==> src/rtl/md_pkg.sv <==
// Shared MD opcode encoding, request type and opcode classifiers for the
// E-stage multiply/divide dispatch logic.
package md_pkg;

    localparam logic [3:0] MD_NONE  = 4'd0;
    localparam logic [3:0] MD_MULT  = 4'd1;
    localparam logic [3:0] MD_MULTU = 4'd2;
    localparam logic [3:0] MD_DIV   = 4'd3;
    localparam logic [3:0] MD_DIVU  = 4'd4;
    localparam logic [3:0] MD_MFHI  = 4'd5;
    localparam logic [3:0] MD_MFLO  = 4'd6;
    localparam logic [3:0] MD_MTHI  = 4'd7;
    localparam logic [3:0] MD_MTLO  = 4'd8;
    localparam logic [3:0] MD_BDS   = 4'd9;

    typedef struct packed {
        logic [3:0]  op;
        logic [31:0] rs;
        logic [31:0] rt;
    } md_req_t;

    // Opcodes 0 and 10-15 are handshaken but never reach the MD unit.
    function automatic logic is_valid_op(input logic [3:0] op);
        return (op >= MD_MULT) && (op <= MD_BDS);
    endfunction

    function automatic logic is_read_op(input logic [3:0] op);
        return (op == MD_MFHI) || (op == MD_MFLO);
    endfunction

endpackage

==> src/rtl/md_req_fifo.sv <==
// Generic DEPTH-entry synchronous FIFO of MD requests with flush.
// DEPTH must be a power of two (>= 2) so the pointers wrap for free.
module md_req_fifo
    import md_pkg::*;
#(
    parameter int DEPTH = 4,
    parameter int LVL_W = $clog2(DEPTH) + 1
) (
    input  logic             clk,
    input  logic             reset,
    input  logic             push,
    input  logic             pop,
    input  logic             flush,
    input  md_req_t          wr_data,
    output md_req_t          rd_data,
    output logic             full,
    output logic             empty,
    output logic [LVL_W-1:0] count
);

    localparam int PTR_W = $clog2(DEPTH);

    md_req_t          mem [DEPTH];
    logic [PTR_W-1:0] wr_ptr;
    logic [PTR_W-1:0] rd_ptr;
    logic             do_push;
    logic             do_pop;

    assign full    = (count == LVL_W'(DEPTH));
    assign empty   = (count == '0);
    assign do_push = push & ~full & ~flush;
    assign do_pop  = pop & ~empty & ~flush;
    assign rd_data = mem[rd_ptr];

    always_ff @(posedge clk) begin
        if (do_push) begin
            mem[wr_ptr] <= wr_data;
        end
    end

    // Flush empties the queue by realigning both pointers to zero.
    always_ff @(posedge clk) begin
        if (!reset || flush) begin
            wr_ptr <= '0;
            rd_ptr <= '0;
            count  <= '0;
        end else begin
            if (do_push) begin
                wr_ptr <= wr_ptr + 1'b1;
            end
            if (do_pop) begin
                rd_ptr <= rd_ptr + 1'b1;
            end
            if (do_push && !do_pop) begin
                count <= count + 1'b1;
            end else if (!do_push && do_pop) begin
                count <= count - 1'b1;
            end
        end
    end

endmodule

==> src/rtl/md_dispatch.sv <==
// Request buffer in front of the MD unit: queues requests, issues them when the
// unit is free and returns mfhi/mflo data. MD_FWD_EN adds an empty-queue bypass.
module md_dispatch
    import md_pkg::*;
#(
    parameter int DEPTH = 4,
    parameter int LVL_W = $clog2(DEPTH) + 1
) (
    input  logic             clk,
    input  logic             reset,
    input  logic             in_valid,
    output logic             in_ready,
    input  logic [3:0]       in_op,
    input  logic [31:0]      in_rs,
    input  logic [31:0]      in_rt,
    input  logic             flush,
    output logic [3:0]       md_op,
    output logic [31:0]      md_rs,
    output logic [31:0]      md_rt,
    input  logic             md_start,
    input  logic             md_busy,
    input  logic [31:0]      md_out,
    output logic             rd_valid,
    output logic [31:0]      rd_data,
    output logic [LVL_W-1:0] level
);

    md_req_t in_req;
    md_req_t head;
    md_req_t issued;
    logic    fifo_full;
    logic    fifo_empty;
    logic    start_guard;
    logic    can_issue;
    logic    issue_head;
    logic    bypass;
    logic    push;

    assign in_req     = '{op: in_op, rs: in_rs, rt: in_rt};
    assign in_ready   = ~fifo_full & ~flush;
    assign can_issue  = ~md_busy & ~start_guard & ~flush;
    assign issue_head = can_issue & ~fifo_empty;

`ifdef MD_FWD_EN
    assign bypass = can_issue & fifo_empty & in_valid & is_valid_op(in_op);
`else
    assign bypass = 1'b0;
`endif

    assign push = in_valid & in_ready & is_valid_op(in_op) & ~bypass;

    md_req_fifo #(
        .DEPTH (DEPTH),
        .LVL_W (LVL_W)
    ) u_fifo (
        .clk     (clk),
        .reset   (reset),
        .push    (push),
        .pop     (issue_head),
        .flush   (flush),
        .wr_data (in_req),
        .rd_data (head),
        .full    (fifo_full),
        .empty   (fifo_empty),
        .count   (level)
    );

    // Idle MD outputs are forced to zero so the unit sees MD_NONE.
    always_comb begin
        issued = '0;
        if (issue_head) begin
            issued = head;
        end else if (bypass) begin
            issued = in_req;
        end
    end

    assign md_op = issued.op;
    assign md_rs = issued.rs;
    assign md_rt = issued.rt;

    // MD busy lags its start by a cycle; start_guard covers that gap.
    always_ff @(posedge clk) begin
        if (!reset) begin
            start_guard <= 1'b0;
            rd_valid    <= 1'b0;
            rd_data     <= '0;
        end else begin
            start_guard <= md_start;
            rd_valid    <= is_read_op(issued.op);
            if (is_read_op(issued.op)) begin
                rd_data <= md_out;
            end
        end
    end

endmodule
==> config.mk <==
export PLATFORM = sky130hd
export DESIGN_NAME = md_dispatch
export DESIGN_NICKNAME = d
export VERILOG_FILES = /design/src/rtl/md_pkg.sv /design/src/rtl/md_req_fifo.sv /design/src/rtl/md_dispatch.sv
export SDC_FILE = /design/constraint.sdc
export NUM_CORES = 1
export LEC_CHECK = 0
export BUFFER_PORTS_ARGS = -buffer_cell sky130_fd_sc_hd__buf_2
export CORE_ASPECT_RATIO = 1.2
export CORE_MARGIN = 4
export CORE_UTILIZATION = 41
export CTS_CLUSTER_DIAMETER = 200
export CTS_CLUSTER_SIZE = 25
export DETAILED_ROUTE_END_ITERATION = 8
export SLEW_MARGIN = 20
export SYNTH_ARGS = -nofsm -noshare
export SYNTH_HDL_FRONTEND = slang
export SYNTH_HIERARCHICAL = 1
export SYNTH_SLANG_ARGS = --single-unit
==> constraint.sdc <==
create_clock -name clk -period 4 [get_ports clk]
set_input_delay 0 -clock clk [delete_from_list [all_inputs] [get_ports clk]]
set_output_delay 0 -clock clk [all_outputs]
set_load 0.01 [all_outputs]
## Word-level counts from Yosys, hierarchy flattened

Memories as Yosys holds them, arrays and structs flattened. A register that Yosys moved wholly into a read port is not among the register bits.
Index checks and enable logic that the tools add are counted.

| cells by class | value |
|---|---|
| $add $sub $neg | 4 |
| order comparisons | 2 |
| equality and inequality tests | 3 |
| muxes and demuxes | 7 |
| bitwise gates (word level) | 15 |
| reductions and logical operators | 10 |

Operator list:

| kind | count |
|---|---|
| 2-to-1 mux 68 bit | 1 |
| AND 1 bit | 10 |
| == test 4 x 3 -> 1 bit (second input constant) | 2 |
| 2-to-1 mux 3 bit | 2 |
| inverter 1 bit | 5 |
| adder 2 x 1 -> 2 bit (second input constant) | 2 |
| >= comparator 4 x 1 -> 1 bit (second input constant) | 1 |
| less-or-equal comparator 4 bit (second input constant) | 1 |
| 2-to-1 mux 2 bit | 2 |
| adder 3 x 1 -> 3 bit (second input constant) | 1 |
| == test 3 bit (second input constant) | 1 |
| logical AND 1 bit | 3 |
| zero test 1 bit | 3 |
| zero test 3 bit | 1 |
| subtractor 3 x 1 -> 3 bit (second input constant) | 1 |
| logical OR 1 bit | 2 |
| 2-to-1 mux 1 bit | 2 |
| nonzero test 2 bit | 1 |

| storage, ports and cells | value |
|---|---|
| bits in registers | 41 |
| memory bits (writable) | 272 |
| bits of input ports | 106 |
| memories kept | 1 |

Memory list:

| memory | words | bits a word | rd ports | clocked after Yosys merged registers in | wr ports | RTL line | source |
|---|---|---|---|---|---|---|---|
| u_fifo.mem | 4 | 68 | 1 | 1 | 1 | md_req_fifo.sv:23 | `md_req_t mem [DEPTH];` |

## Longest topological paths before layout

| depth | value |
|---|---|
| depth after elaboration | 11 |
| depth in mapped cells | 12 |

## Modules after synthesis

The synthesis kept the hierarchy.

Modules (own cells, without submodules):

| module | instances | cells an instance | area each (µm²) | seq. area each (µm²) |
|---|---|---|---|---|
| md_req_fifo | 1 | 406 | 10,307.4 | 8,348.0 |
| md_dispatch | 1 | 226 | 1,868.0 | 680.7 |

## Least setup slack after synthesis

OpenSTA, ideal clock, no wires.

| timing | value |
|---|---|
| path kind | flip-flop to flip-flop |
| start | reg u_fifo.count[0] |
| end | mem u_fifo/mem[0][0] in the netlist's numbering, enable pin |
| data arrival time | 3.079 ns |
| required time | 3.567 ns |
| path slack | 0.488 ns |
| stages on the path, launching flop included | 8 |
| clock period less this slack | 3.512 ns |
| cells stage by stage | dfxtp_1 -> nor3b_2 -> nor2_1 -> nand3_1 -> nor2_1 -> inv_1 -> nor3_1 -> and2_1 |

| on the way | value |
|---|---|
| word-level cells in the longest chain between the ends | 9 |

RTL lines:

| element | RTL line | source |
|---|---|---|
| from (decl) | md_req_fifo.sv:18 | `output logic [LVL_W-1:0] count` |
| from (signal assigned) | md_req_fifo.sv:55 | `count <= count + 1'b1;` |
| from (signal assigned) | md_req_fifo.sv:57 | `count <= count - 1'b1;` |
| == test 3 bit | md_req_fifo.sv:29 | `assign full = (count == LVL_W'(DEPTH));` |
| net fifo_full | md_dispatch.sv:31 | `logic fifo_full;` |
| inverter 1 bit | md_dispatch.sv:40 | `assign in_ready = ~fifo_full & ~flush;` |
| AND 1 bit | md_dispatch.sv:40 |  |
| net in_ready | md_dispatch.sv:12 | `output logic in_ready,` |
| AND 1 bit (2 in series) | md_dispatch.sv:50 | `assign push = in_valid & in_ready & is_valid_op(in_op) & ~bypass;` |
| net push | md_dispatch.sv:37 | `logic push;` |
| AND 1 bit (2 in series) | md_req_fifo.sv:31 | `assign do_push = push & ~full & ~flush;` |
| net u_fifo.do_push | md_req_fifo.sv:26 | `logic do_push;` |
| 2-to-1 mux 1 bit | md_req_fifo.sv:36 | `if (do_push) begin` |
| 2-to-1 mux 1 bit (implied by the code) | md_req_fifo.sv:37 | `mem[wr_ptr] <= wr_data;` |
| to (decl) | md_req_fifo.sv:23 |  |

The timed path passes the listed nets, and every way through them passes these cells.

## Worst setup path in the final report

| timing | value |
|---|---|
| start | reg u_fifo.count[0] |
| end | reg u_fifo.count[2] |

| on the way | value |
|---|---|
| word-level cells in the longest chain between the ends | 10 |

RTL lines:

| element | RTL line | source |
|---|---|---|
| == test 3 bit * | md_req_fifo.sv:29 |  |
| net fifo_full | md_dispatch.sv:31 |  |
| inverter 1 bit * | md_dispatch.sv:40 |  |
| AND 1 bit * | md_dispatch.sv:40 |  |
| AND 1 bit * (2 in series) | md_dispatch.sv:50 |  |
| net push | md_dispatch.sv:37 |  |
| AND 1 bit * (2 in series) | md_req_fifo.sv:31 |  |
| net u_fifo.do_push | md_req_fifo.sv:26 |  |
| zero test 1 bit | md_req_fifo.sv:56 | `end else if (!do_push && do_pop) begin` |
| logical AND 1 bit | md_req_fifo.sv:56 |  |
| nonzero test 2 bit (no source line) | - |  |

The timed path passes the listed nets; every way through them passes the cells marked *. The select of a mux whose other input is x is not followed.
A chain may end at the register's enable or synchronous reset.

==> out/metrics.yaml <==
sta:
  rsz0062_at_grt: "no"
  tightest_slew_ps: 771.0
  final.min_clock_period_ps: 2993
  skew_ps: 19.86
  tns_ps: 0
  finalHoldViolCount: 0
  post-route-period-util_pct: 74.83
  relSlewSlack_pct: 48.60
  setup_slack_ps: 1007
  setup_violations: 0
  fmax_ghz: 0.3341
  slew_violations: 0
global_route:
  grt_pass1_wl_um: 39350
  antenna_found_initial: 1
  grt_max_degree: 68
  grt_pass1_vias: 6842
  overflow: 0
  track_usage_pct: 15.51
setup_path:
  critPathKind: "reg -> reg"
  start_kind: "flip-flop"
  slowest_delay_ps: 510
  cp_slowest_cell: "dfxtp_1"
  path_buf_inv: 2
  crit_fanout: 7
  cp-end-kind: "flip-flop"
  r2r_end: "u_fifo/count[2]"
  rrSetupSlack_ps: 1010
  cp_cell_sequence: "nor3b_2, nor2_1, nand3_1, nor2_1, inv_1, nor3_1, ha_1, inv_1, fa_1, xor2_1, or3_1, a21oi_1"
  r2r-start: "u_fifo/count[0]"
  r2r_cells: 12
  path_delay_family: "simple AND/OR/NAND/NOR gates"
  required_ps: 4420
  crit_arrival_ps: 3410
synthesis:
  synth_area_um2: 12180
  synth.distinct_cells: 31
  avgSynthCellArea_um2: 19.26
  yosys_warnings: 6
  synth.ff_latch_count: 315
  synthesis.instances: 632
  seq_area_frac_synth_pct: 74.15
  synth_fp_nets: 744
  synth-edff-count: 272
  synth-main-ff-cell: "edfxtp_1"
  synthArstFlopShare_pct: 0
place:
  place.detailed.hpwl_um: 16210
  placed_area_um2: 13600
  gp_congestion: 0.7106
  io_buffer_count: 210
  pre_cts_slack_ps: 1076
floorplan:
  die_h_um: 196.8
  num_io_pins: 211
  die_w_um: 165.3
  fp.dieArea_um2: 32530
  floorplan.core_area_um2: 29010
  placement_rows: 68
  initial_core_util_pct: 41.97
power_and_ir_drop:
  total_power_uw: 5601
  seqPwrFrac_pct: 64.0
  p_comb_share_pct: 4.3
  switchingPower_uw: 1081
  p_sw_share_pct: 19.30
  power.density_nw_per_um2: 370.5
  internal_power_uw: 4520
  power_frac_clock_pct: 31.7
  total_leakage_power_uw: 0.005386
  max-vdd-ir-drop_v: 0.0003081
worst_hold_path:
  hp-class: "in -> reg"
  min_from: "reset"
  holdPathStages: 3
  min_to: "rd_data[1]"
finish:
  layout.nets: 1054
  post-route-cell-area_um2: 15120
  syn_to_final_growth_pct: 24.16
  final_common_cell: "edfxtp_1"
  most-common-layout-cells: "edfxtp_1, buf_2, dlygate4sd3_1"
  drive_gt1_share_pct: 33.51
  final_util_pct: 52.10
clock_network:
  cts_root_buf: "clkbuf_16"
  post_cts_buffers: 0
  path_clk_slew_ps: 100
  cts.repair.resized: 0
  clockBufferDepth: 3
  cts_hold_buffers: 104
  h-tree-depth: 1
  tritoncts: "built"
  numCtsBuffers: 16
  clock_sinks: 315
  clkLatencyLatePin_ps: 500
run_status:
  status: "completed"
detailed_routing:
  vias_per_cell: 4.866
  firstDrtPassIters: 4
  avgRoutedWirePerCell_um: 19.21
  antenna_left: 0
  vias: 6511
  drc: 0
  drt_iter0_drc: 473
  wirelength_um: 25710
flow_run:
  max_cap_viol_count: 0
-- power groups by stage --
| stage | sequential, uW | combinational [uW] | clock (uW) |
|---|---|---|---|
| CTS | 3580 | 243 | 1850 |
| finish | 3580 | 241 | 1780 |
| detailed placement | 3660 | 162 | 0 |
| global route | 3590 | 265 | 1980 |
| floorplan | 3660 | 55.6 | 0 |
| global placement | 3660 | 158 | 0 |
-- state kept, by name, indices dropped and copies added (netlist names), named ones only --
register,count
u_fifo/wr_ptr,2
u_fifo/mem,272
u_fifo/rd_ptr,2
start_guard,1
rd_valid,1
u_fifo/count,3
rd_data,32
-- area by class of cell --
type / instances / area (um^2)
antenna: 1 / 2.502
clock buffer: 27 / 462.9
clock inverter: 1 / 11.26
fill: 2343 / 13900
inverter: 4 / 15.01
multi-input combinational: 278 / 2878
sequential: 315 / 9036
tap: 385 / 481.7
timing repair buffer: 327 / 2230
-- cell usage after synthesis (2+ instances only) --
library cell / number / area share [%]
edfxtp_1: 272 / 67
mux2i_1: 33 / 2.7
mux4_2: 68 / 13
or3_1: 2 / 0.10
xor2_1: 5 / 0.36
buf_6: 2 / 0.18
ha_1: 5 / 0.51
nand2_1: 64 / 2.0
and2_1: 74 / 3.8
inv_1: 4 / 0.12
buf_2: 5 / 0.21
o21ai_0: 4 / 0.16
buf_4: 4 / 0.25
nor2_1: 7 / 0.22
dfxtp_1: 43 / 7.1
clkbuf_1: 17 / 0.52
nor3_1: 2 / 0.082
a21oi_1: 3 / 0.12
buf_12: 6 / 0.99
-- worst reg2reg max path, delay by kind of cell, from the launching register on --
family | cells | cell delay [ps]
flip-flops | 1 | 510
XOR/XNOR | 1 | 180
buffers and inverters | 2 | 170
adder cells (fa/ha/maj) | 2 | 650
AND/OR/NAND/NOR | 6 | 1290
AO/OA/AOI/OAI | 1 | 130
-- how the worst max path moves through the flow --
stage,slack (ps),endpoint,startpoint,cells past startpoint
2_1_floorplan,490,u_fifo/mem[0][0],u_fifo/count[0],7
3_3_place_gp,1170,u_fifo/count[2],u_fifo/count[0],12
3_5_place_dp,1080,u_fifo/count[2],u_fifo/count[0],12
4_1_cts,990,u_fifo/count[2],u_fifo/count[0],11
5_1_grt,730,u_fifo/count[2],u_fifo/count[0],12
6_report,1010,u_fifo/count[2],u_fifo/count[0],12
-- logic make-up (layout without fill, tap and decap cells) --
kind of cell               after synthesis  after routing  synth area share [%]
AOI/OAI and AO/OA                        9              9                0.4213
adders and majority gates                6              6                0.6783
other                                    0              1                     0
DFF                                    315            315                 74.15
xor gates and xnor gates                 5              5                0.3597
buffers and inverters                   39            359                 2.302
and+or+nand+nor                        157            157                 6.793
muxes                                  101            101                 15.29
-- per-stage QoR --
step / hold slack, ps / std cells
floorplan: 55.04 / 632
global placement: 215.5 / 1205
detailed placement: 216.0 / 1205
CTS: 31.46 / 1337
global route: 52.76 / 1338
finish: 37.44 / 1338
-- per-layer routing --
metal / GRT usage (%) / vias up / wire length (um)
li1: - / 3041 / -
met1: 20.01 / 3286 / 10580
met2: 28.00 / 162 / 13410
met3: 2.301 / 22 / 1365
met4: 3.087 / 0 / 350
met5: 0 / - / 0
(Power assumes the default switching activity.)
